File: config.mk
export PLATFORM = sky130hd
export DESIGN_NAME = victim_buffer
export DESIGN_NICKNAME = d
export VERILOG_FILES = /design/src/rtl/rv32i_types.sv /design/src/rtl/victim_buffer_cam.sv /design/src/rtl/victim_buffer.sv
export SDC_FILE = /design/constraint.sdc
export NUM_CORES = 2
export LEC_CHECK = 0
export CAP_MARGIN = 20
export CELL_PAD_IN_SITES_DETAIL_PLACEMENT = 0
export CELL_PAD_IN_SITES_GLOBAL_PLACEMENT = 1
export CORE_AREA = 2 2 421 423
export DETAILED_ROUTE_END_ITERATION = 12
export DIE_AREA = 0 0 423 425
export PLACE_DENSITY = 0.73
export SETUP_SLACK_MARGIN = 0.2
export SLEW_MARGIN = 15
export SYNTH_ARGS = -nofsm -noshare
export SYNTH_HDL_FRONTEND = slang
export SYNTH_SLANG_ARGS = --single-unit
File: constraint.sdc
create_clock -name clk -period 37.9 [get_ports clk]
set_input_delay 7.58 -clock clk [delete_from_list [all_inputs] [get_ports clk]]
set_output_delay 7.58 -clock clk [all_outputs]
set_load 0.01 [all_outputs]
File: src/rtl/rv32i_types.sv
// Shared datapath constants for the cache hierarchy.
// A line is 256 bits; the low 5 address bits select a byte within the line,
// and the remaining 27 bits form the line tag used for all matching.
// Ports: none (package only).
package rv32i_types;

    localparam int LINE_W   = 256;
    localparam int OFFSET_W = 5;
    localparam int TAG_W    = 32 - OFFSET_W;

    typedef logic [LINE_W-1:0] line_t;
    typedef logic [TAG_W-1:0]  tag_t;

    // Strip the byte offset from a full address.
    function automatic tag_t addr_tag(input logic [31:0] addr);
        return addr[31:OFFSET_W];
    endfunction

    // Rebuild a line-aligned address from a tag.
    function automatic logic [31:0] tag_addr(input tag_t tag);
        return {tag, {OFFSET_W{1'b0}}};
    endfunction

endpackage

File: src/rtl/victim_buffer_cam.sv
// Entry storage and fully associative tag match for the victim buffer.
// Ports:
//   clk, reset_n        clock and asynchronous active-low reset (clears valid bits)
//   wr_en_i/idx/tag/line write one entry and mark it valid
//   inv_en_i/inv_idx_i  clear the valid bit of one entry
//   lookup_tag_i        tag to search for
//   hit_o/hit_idx_o/hit_line_o  match result (lowest matching index wins)
//   rd_idx_i/rd_tag_o/rd_line_o direct read port (used for the FIFO head)
module victim_buffer_cam
    import rv32i_types::*;
#(
    parameter int  DEPTH = 4,
    localparam int IDX_W = (DEPTH > 1) ? $clog2(DEPTH) : 1
) (
    input  logic             clk,
    input  logic             reset_n,
    input  logic             wr_en_i,
    input  logic [IDX_W-1:0] wr_idx_i,
    input  tag_t             wr_tag_i,
    input  line_t            wr_line_i,
    input  logic             inv_en_i,
    input  logic [IDX_W-1:0] inv_idx_i,
    input  tag_t             lookup_tag_i,
    output logic             hit_o,
    output logic [IDX_W-1:0] hit_idx_o,
    output line_t            hit_line_o,
    input  logic [IDX_W-1:0] rd_idx_i,
    output tag_t             rd_tag_o,
    output line_t            rd_line_o
);

    logic [DEPTH-1:0] valid_q;
    tag_t             tag_q  [DEPTH];
    line_t            line_q [DEPTH];

    // Valid bits are the only state that reset must clear; a write to the
    // same index as an invalidate in the same cycle leaves the entry valid.
    always_ff @(posedge clk or negedge reset_n) begin
        if (!reset_n) begin
            valid_q <= '0;
        end else begin
            if (inv_en_i) valid_q[inv_idx_i] <= 1'b0;
            if (wr_en_i)  valid_q[wr_idx_i]  <= 1'b1;
        end
    end

    // Tag and line payload carry no reset; they are meaningless while invalid.
    always_ff @(posedge clk) begin
        if (wr_en_i) begin
            tag_q[wr_idx_i]  <= wr_tag_i;
            line_q[wr_idx_i] <= wr_line_i;
        end
    end

    // Tags are kept unique by the controller, so at most one entry matches.
    always_comb begin
        hit_o     = 1'b0;
        hit_idx_o = '0;
        for (int i = DEPTH - 1; i >= 0; i--) begin
            if (valid_q[i] && (tag_q[i] == lookup_tag_i)) begin
                hit_o     = 1'b1;
                hit_idx_o = IDX_W'(i);
            end
        end
    end

    assign hit_line_o = line_q[hit_idx_o];
    assign rd_tag_o   = tag_q[rd_idx_i];
    assign rd_line_o  = line_q[rd_idx_i];

endmodule

File: src/rtl/victim_buffer.sv
// Write-back victim buffer sitting between the cache arbiter (mem_*) and the
// cacheline adaptor (pmem_*). Evicted lines are parked in a small FIFO, reads
// that hit a parked line are answered locally, and parked lines are written
// downstream whenever the upstream side is quiet or the FIFO is full.
// Ports:
//   clk, reset_n                 clock, asynchronous active-low reset
//   mem_read/mem_write           upstream requests, held until mem_resp
//   mem_address/mem_wdata        upstream line address and write line
//   mem_rdata/mem_resp           registered read line and one-cycle completion
//   pmem_read/pmem_write         downstream requests, held until pmem_resp
//   pmem_address/pmem_wdata      downstream line address (offset zero) and line
//   pmem_rdata/pmem_resp         downstream read line and completion pulse
module victim_buffer
    import rv32i_types::*;
#(
    parameter int DEPTH = 4
) (
    input  logic        clk,
    input  logic        reset_n,
    input  logic        mem_read,
    input  logic        mem_write,
    input  logic [31:0] mem_address,
    input  line_t       mem_wdata,
    output line_t       mem_rdata,
    output logic        mem_resp,
    output logic        pmem_read,
    output logic        pmem_write,
    output logic [31:0] pmem_address,
    output line_t       pmem_wdata,
    input  line_t       pmem_rdata,
    input  logic        pmem_resp
);

    localparam int IDX_W = (DEPTH > 1) ? $clog2(DEPTH) : 1;
    localparam int CNT_W = $clog2(DEPTH + 1);

    typedef enum logic [1:0] {
        IDLE,
        RESP,
        MEM_READ,
        DRAIN
    } state_e;

    state_e           state_q, state_d;
    logic [IDX_W-1:0] head_q, head_d;
    logic [IDX_W-1:0] tail_q, tail_d;
    logic [CNT_W-1:0] count_q, count_d;
    line_t            rdata_q, rdata_d;
    tag_t             req_tag_q, req_tag_d;

    logic             cam_wr_en;
    logic [IDX_W-1:0] cam_wr_idx;
    logic             cam_inv_en;
    logic             cam_hit;
    logic [IDX_W-1:0] cam_hit_idx;
    line_t            cam_hit_line;
    tag_t             head_tag;
    line_t            head_line;

    tag_t             req_tag;
    logic             full;
    logic             unused_offset;

    assign req_tag       = addr_tag(mem_address);
    assign full          = (count_q == CNT_W'(DEPTH));
    assign unused_offset = ^mem_address[OFFSET_W-1:0];

    victim_buffer_cam #(
        .DEPTH(DEPTH)
    ) u_cam (
        .clk          (clk),
        .reset_n      (reset_n),
        .wr_en_i      (cam_wr_en),
        .wr_idx_i     (cam_wr_idx),
        .wr_tag_i     (req_tag),
        .wr_line_i    (mem_wdata),
        .inv_en_i     (cam_inv_en),
        .inv_idx_i    (head_q),
        .lookup_tag_i (req_tag),
        .hit_o        (cam_hit),
        .hit_idx_o    (cam_hit_idx),
        .hit_line_o   (cam_hit_line),
        .rd_idx_i     (head_q),
        .rd_tag_o     (head_tag),
        .rd_line_o    (head_line)
    );

    always_ff @(posedge clk or negedge reset_n) begin
        if (!reset_n) begin
            state_q   <= IDLE;
            head_q    <= '0;
            tail_q    <= '0;
            count_q   <= '0;
            rdata_q   <= '0;
            req_tag_q <= '0;
        end else begin
            state_q   <= state_d;
            head_q    <= head_d;
            tail_q    <= tail_d;
            count_q   <= count_d;
            rdata_q   <= rdata_d;
            req_tag_q <= req_tag_d;
        end
    end

    // Upstream requests are only examined in IDLE, so a drain that has
    // started always runs to completion before the next request is seen.
    // A full buffer with a non-matching write drains the head first and
    // then picks the write up again on the following IDLE cycle.
    always_comb begin
        state_d    = state_q;
        head_d     = head_q;
        tail_d     = tail_q;
        count_d    = count_q;
        rdata_d    = rdata_q;
        req_tag_d  = req_tag_q;
        cam_wr_en  = 1'b0;
        cam_wr_idx = tail_q;
        cam_inv_en = 1'b0;

        unique case (state_q)
            IDLE: begin
                if (mem_read) begin
                    if (cam_hit) begin
                        rdata_d = cam_hit_line;
                        state_d = RESP;
                    end else begin
                        req_tag_d = req_tag;
                        state_d   = MEM_READ;
                    end
                end else if (mem_write) begin
                    if (cam_hit) begin
                        cam_wr_en  = 1'b1;
                        cam_wr_idx = cam_hit_idx;
                        state_d    = RESP;
                    end else if (!full) begin
                        cam_wr_en = 1'b1;
                        tail_d    = tail_q + 1'b1;
                        count_d   = count_q + 1'b1;
                        state_d   = RESP;
                    end else begin
                        state_d = DRAIN;
                    end
                end else if (count_q != '0) begin
                    state_d = DRAIN;
                end
            end
            RESP: begin
                state_d = IDLE;
            end
            MEM_READ: begin
                if (pmem_resp) begin
                    rdata_d = pmem_rdata;
                    state_d = RESP;
                end
            end
            DRAIN: begin
                if (pmem_resp) begin
                    cam_inv_en = 1'b1;
                    head_d     = head_q + 1'b1;
                    count_d    = count_q - 1'b1;
                    state_d    = IDLE;
                end
            end
            default: begin
                state_d = IDLE;
            end
        endcase
    end

    // Handshake outputs decode straight from the state register so that an
    // asynchronous reset removes them in the same cycle.
    always_comb begin
        pmem_address = '0;
        pmem_wdata   = '0;
        if (state_q == MEM_READ) begin
            pmem_address = tag_addr(req_tag_q);
        end else if (state_q == DRAIN) begin
            pmem_address = tag_addr(head_tag);
            pmem_wdata   = head_line;
        end
    end

    assign mem_resp   = (state_q == RESP);
    assign pmem_read  = (state_q == MEM_READ);
    assign pmem_write = (state_q == DRAIN);
    assign mem_rdata  = rdata_q;

endmodule

# Word level (Yosys, flattened, before mapping)
# Memory sizes are Yosys's and may differ from the RTL's.
# Cells that the tools add are included.
# W data, S select, Z words.
# op_classes
addsub	4
n_lt_le_gt_ge	4
eq_ne	17
n_mux	50
bitwise_logic	6
n_reduce_logical	16
# op_table
op	n
$mux W256	5
$pmux W256 S2	1
$eq A27 B27 Y1	4
$mux W32	2
$mux W2	16
$mux W1	15
$mux W3	5
$ne A2 B2 Y1 const B	6
$mux W4	2
$pmux W2 S4	1
$logic_and A1 B1 Y1	6
$lt A2 B3 Y1 const B	2
$pmux W3 S2	1
$reduce_and A3 Y1	2
$reduce_and A6 Y1	1
$reduce_and A5 Y1	1
$add A2 B1 Y2 const B	2
$and A4 B4 Y4	1
$demux W1 S2	2
$eq A2 B2 Y1 const B	2
$ge A2 B1 Y1 const B	2
$ne A2 B1 Y1 const B	2
$ne A4 B4 Y1 const B	1
$not A4 Y4	1
11 further kinds	14
# word_totals
ff_bits	296
ramBits	1132
in_bits	549
out_inout_bits	547
mem_count	2
# memory_table
memory	depth	width	rd	rd_ports_with_merged_regs	write_ports	line_no	rtl
u_cam.line_q	4	256	2	0	1	victim_buffer_cam.sv:34	line_t line_q [DEPTH];
u_cam.tag_q	4	27	5	0	1	victim_buffer_cam.sv:33	tag_t tag_q [DEPTH];

# Depth between registers and ports, before layout
# logic_depth
word_depth	16
depth_mapped	12
ltp_nobuf	8

# Modules after synthesis
# A second synthesis with hierarchy kept.
# unflattened
cells_unflattened	4431
hier_area_um2	66814.1
# modules_own_cells
mod	instances	cells_per_inst	area_each_um2	seq_area_each_um2
victim_buffer_cam	1	2545	51549.4	34092.7
victim_buffer	1	1886	15264.6	7307.0

# Least setup slack after synthesis
# OpenSTA, ideal clock, no wires.
# synth_path
kind	in2reg
from	in mem_address[23]
to	mem u_cam.line_q[1][0] (netlist bit) (enable)
setup_time_ps	1362
arrival_time_ps	29589
t_required_ps	36538
path_slack_ps	6949
stages	8
path_buffers	1
cell_sequence	clkbuf_1 -> xnor2_1 -> nand4_1 -> or4_4 -> or2_4 -> and4_1 -> nand3b_1 -> a21boi_0
# synth_between
elab_chain_cells	12
# synth_rtl
item	line_no	rtl
start: declaration	victim_buffer.sv:22	input logic [31:0] mem_address,
$eq A27 B27 Y1	victim_buffer_cam.sv:60	if (valid_q[i] && (tag_q[i] == lookup_tag_i)) begin
$logic_and A1 B1 Y1	victim_buffer_cam.sv:60	
$mux W1 (4 in series)	victim_buffer_cam.sv:60	
$mux W1	victim_buffer.sv:132	if (cam_hit) begin
$mux W1	victim_buffer.sv:131	end else if (mem_write) begin
$mux W1	victim_buffer.sv:123	if (mem_read) begin
$mux W1	victim_buffer.sv:121	unique case (state_q)
$mux W1	victim_buffer_cam.sv:49	if (wr_en_i) begin
$mux W1 (implied by the code)	victim_buffer_cam.sv:51	line_q[wr_idx_i] <= wr_line_i;
end: declaration	victim_buffer_cam.sv:34	
# Parallel ways exist; a longest one is shown, timed or not.

# Worst setup path after layout
# layout_path
from	reg head_q[1]
to	out pmem_wdata[198]
# layout_between
elab_chain_cells	3
# layout_rtl
item	line_no	rtl
start: declaration	victim_buffer.sv:45	logic [IDX_W-1:0] head_q, head_d;
start signal: assignment	victim_buffer.sv:91	head_q <= '0;
start signal: assignment	victim_buffer.sv:98	head_q <= head_d;
$mem_v2 Z4 W256	-	
$mux W256	victim_buffer.sv:178	end else if (state_q == DRAIN) begin
$mux W256	victim_buffer.sv:176	if (state_q == MEM_READ) begin
end: declaration	victim_buffer.sv:29	output line_t pmem_wdata,
# No other way between the ends.

==> results.json <==
{
  "status": "completed",
  "io_buffers": 1085,
  "ys_types": 49,
  "power_density_nw_per_um2": 65.5,
  "path_common_cell": "buf_4",
  "rsz0062_at_grt": "no",
  "die_h_um": 425,
  "ys_ff_latch": 1428,
  "crit_path_max_fanout": 40,
  "postCtsHoldBufs": 0,
  "hold_path.class": "flip-flop to flip-flop",
  "synth.area.top_cells": "edfxtp_1 52%, mux2i_1 12%, dfrtp_1 11%",
  "hold_slack_ns": 0.480,
  "routed-via-count": 41100,
  "dp_slack_ns": 23.55,
  "fmax_ghz": 0.0725,
  "avgSynthCellArea_um2": 15.8,
  "maxSlewHeadroom_pct": 17.6,
  "power_leakage_nw": 33.5,
  "placementRows": 154,
  "fin_area_um2": 83600,
  "cp-start-kind": "flip-flop",
  "synth_top_family_by_area": "multiplexers",
  "required_ns": 30.32,
  "die_width_um": 423,
  "async_flop_share_pct": 20.7,
  "finalSetupViolations": 0,
  "cts_max_level": 4,
  "path_cells": "buf_4 -> buf_4 -> buf_4 -> buf_4 -> mux4_2 -> and2_1 -> clkdlybuf4s50_1",
  "slowest_stage": "dfrtp_4",
  "cp_num_buf_inv": 5,
  "grt-busiest-layer": "met2",
  "placed_area_um2": 78500,
  "critPathTopFamily": "buffers and inverters",
  "min_to": "u_cam.valid_q[1]",
  "yosys.area_share.simple_pct": 6.34,
  "nets": 5695,
  "crit_path_end_kind": "primary output",
  "yosys.area_share.xor_xnor_pct": 1.47,
  "layout_common_cells": "1132 x edfxtp_1, 1084 x clkdlybuf4s50_1, 798 x mux2i_1",
  "final_common_cell": "edfxtp_1",
  "antenna_found_initial": 54,
  "criticalPathCategory": "flip-flop to primary output",
  "cts.reportedPaths.clkPinSlew_ns": 0.06,
  "dr.pass1.iters": 7,
  "irDropWorstVdd_uv": 48.2,
  "post_drt_wl_per_cell_um": 27.1,
  "hold_depth": 1,
  "finalWorstSetupSlack_ns": 24.11,
  "fin_skew_ns": 0.0578,
  "r2r-end": "u_cam.line_q[2][131]",
  "synth_top_area_share_pct": 51.7,
  "fp.dieArea_um2": 180000,
  "ant_nets": 0,
  "io_pins": 1096,
  "reg2reg_depth": 11,
  "cts_setup_buffers": 0,
  "timing.rr.start": "u_cam.tag_q[2][18]",
  "gr-usage-met2_pct": 37.9,
  "synth_compound_area_share_pct": 4.18,
  "drt_drc_violations_left": 0,
  "cts_buffers": 159,
  "viasPerCell": 5.38,
  "post_synth_fa_ha_maj_area_fraction_pct": 0.107,
  "grt_pass1_wl_mm": 296,
  "drive_above_1_share_pct": 11.8,
  "coreArea_um2": 175000,
  "synth_edf_count": 1132,
  "cap_violations": 0,
  "finalHoldViolations": 0,
  "grt_util_met3_pct": 6.15,
  "critPathMaxStageDelay_ns": 0.91,
  "synthFlopType": "edfxtp_1",
  "cts_resized": 0,
  "synth_warnings": 0,
  "clk_latency_ns": 0.83,
  "crit_arrival_ns": 6.21,
  "muxShareOfSynthArea_pct": 22.3,
  "finish.utilization_pct": 47.7,
  "min-delay-start": "u_cam.valid_q[1]",
  "grtUsageMet1_pct": 27.5,
  "syn2layout_area_growth_pct": 27.3,
  "cts_tree": "built",
  "dr.first_iter.drc_count": 3071,
  "synth_largest_area_cell": "edfxtp_1",
  "finalCritPeriodShare_pct": 36.4,
  "rrSetupSlack_ns": 31.52,
  "cts-root-buf": "clkbuf_16",
  "tns_ns": 0,
  "ys_seq_area_share_pct": 63.0,
  "clock-sinks": 1428,
  "cts.path.max_buffers": 3,
  "gr-total-overflow": 0,
  "synth_cells": 4151,
  "routabilityCongestion": 0.904,
  "drt-total-wl_mm": 207,
  "grt_max_degree": 156,
  "slew_viol_final": 0,
  "start_util_pct": 37.5,
  "grt_pass1_vias": 41500,
  "hpwl_mm": 141,
  "period_minus_slack_ns": 13.79,
  "track_usage_pct": 22.4,
  "synth_area_um2": 65700,
  "worstMarginPinSlew_ns": 1.24
}
-- report_power, final --
part / leakage (nW) / switching, W / total [W] / internal [W]
registers: 13.9 / 0.000149 / 0.00208 / 0.00193
clock network: 2.48 / 0.000638 / 0.00152 / 0.000880
logic: 17.1 / 0.000928 / 0.00188 / 0.000955
total: 33.5 / 0.00171 / 0.00548 / 0.00376
-- logic make-up after synthesis --
kind of cell / after synthesis
other: 1
multiplexers: 1106
adder cells (fa/ha/maj): 5
AO/OA/AOI/OAI: 282
flip-flops: 1428
AND/OR/NAND/NOR: 877
buffers and inverters: 342
XOR/XNOR: 110
-- synthesized netlist by cell type, types with 6 or more instances --
library cell  count
edfxtp_1       1132
mux2i_1         798
dfrtp_1         296
mux4_2          283
nand2_1         275
nor2_1          262
and2_1          258
a221o_1         256
clkbuf_1        138
buf_2           109
xnor2_1          81
buf_1            32
buf_6            32
nor2b_1          30
xor2_1           29
mux2_2           25
nand4_1          23
buf_4            21
inv_1             9
nor4_1            9
o21ai_0           6
-- worst max path at each step --
stage / startpoint / to / slack [ns] / depth (start not counted)
floorplan: mem_address[23] / u_cam.line_q[1][0] / 6.95 / 8
global placement: mem_address[14] / u_cam.line_q[2][121] / 23.51 / 12
detailed placement: mem_address[23] / u_cam.line_q[2][121] / 23.55 / 12
CTS: head_q[1] / pmem_wdata[198] / 23.69 / 7
global route: head_q[1] / pmem_wdata[198] / 23.47 / 7
finish: head_q[1] / pmem_wdata[198] / 24.11 / 7
-- state kept, by name (all words and copies together), names as in the netlist --
name,flops
count_q,3
state_q,2
req_tag_q,27
u_cam.line_q,1024
u_cam.valid_q,4
tail_q,2
mem_rdata,256
head_q,2
u_cam.tag_q,108
-- worst reg2reg max path: stages (launching register included) --
cell and delay, ns:
edfxtp_1 0.41, xnor2_1 0.28, nand4_1 0.20, or4_4 0.55
o211ai_1 0.22, nand2_1 0.12, nand2_4 0.75, a21o_1 0.27
nor2b_4 0.75, buf_4 0.72, buf_4 0.97, buf_4 0.70
-- area by class of cell --
cell class,instances,area [um2]
flip-flops and latches,1428,41400
multi-input cells,2385,22700
inverters,9,38.8
clock buffers,225,4400
repair buffers,1158,11500
well taps,2340,2930
diodes,26,65.1
clock inverters,68,691
fillers,15200,91700
-- metal layers --
metal	up-vias	share of wire (%)
met1	21300	39
met2	1287	50
li1	18100	-
met4	38	3.3
met5	-	0.13
met3	318	7.1
-- through the flow --
step                      total power (W)  std cells
final                             0.00548       7639
after detailed placement          0.00401       7320
after CTS                         0.00554       7613
after global routing              0.00571       7631
after floorplan                   0.00314       4155
after global placement            0.00400       7320
No activity file was read; power rests on OpenSTA's default activity.
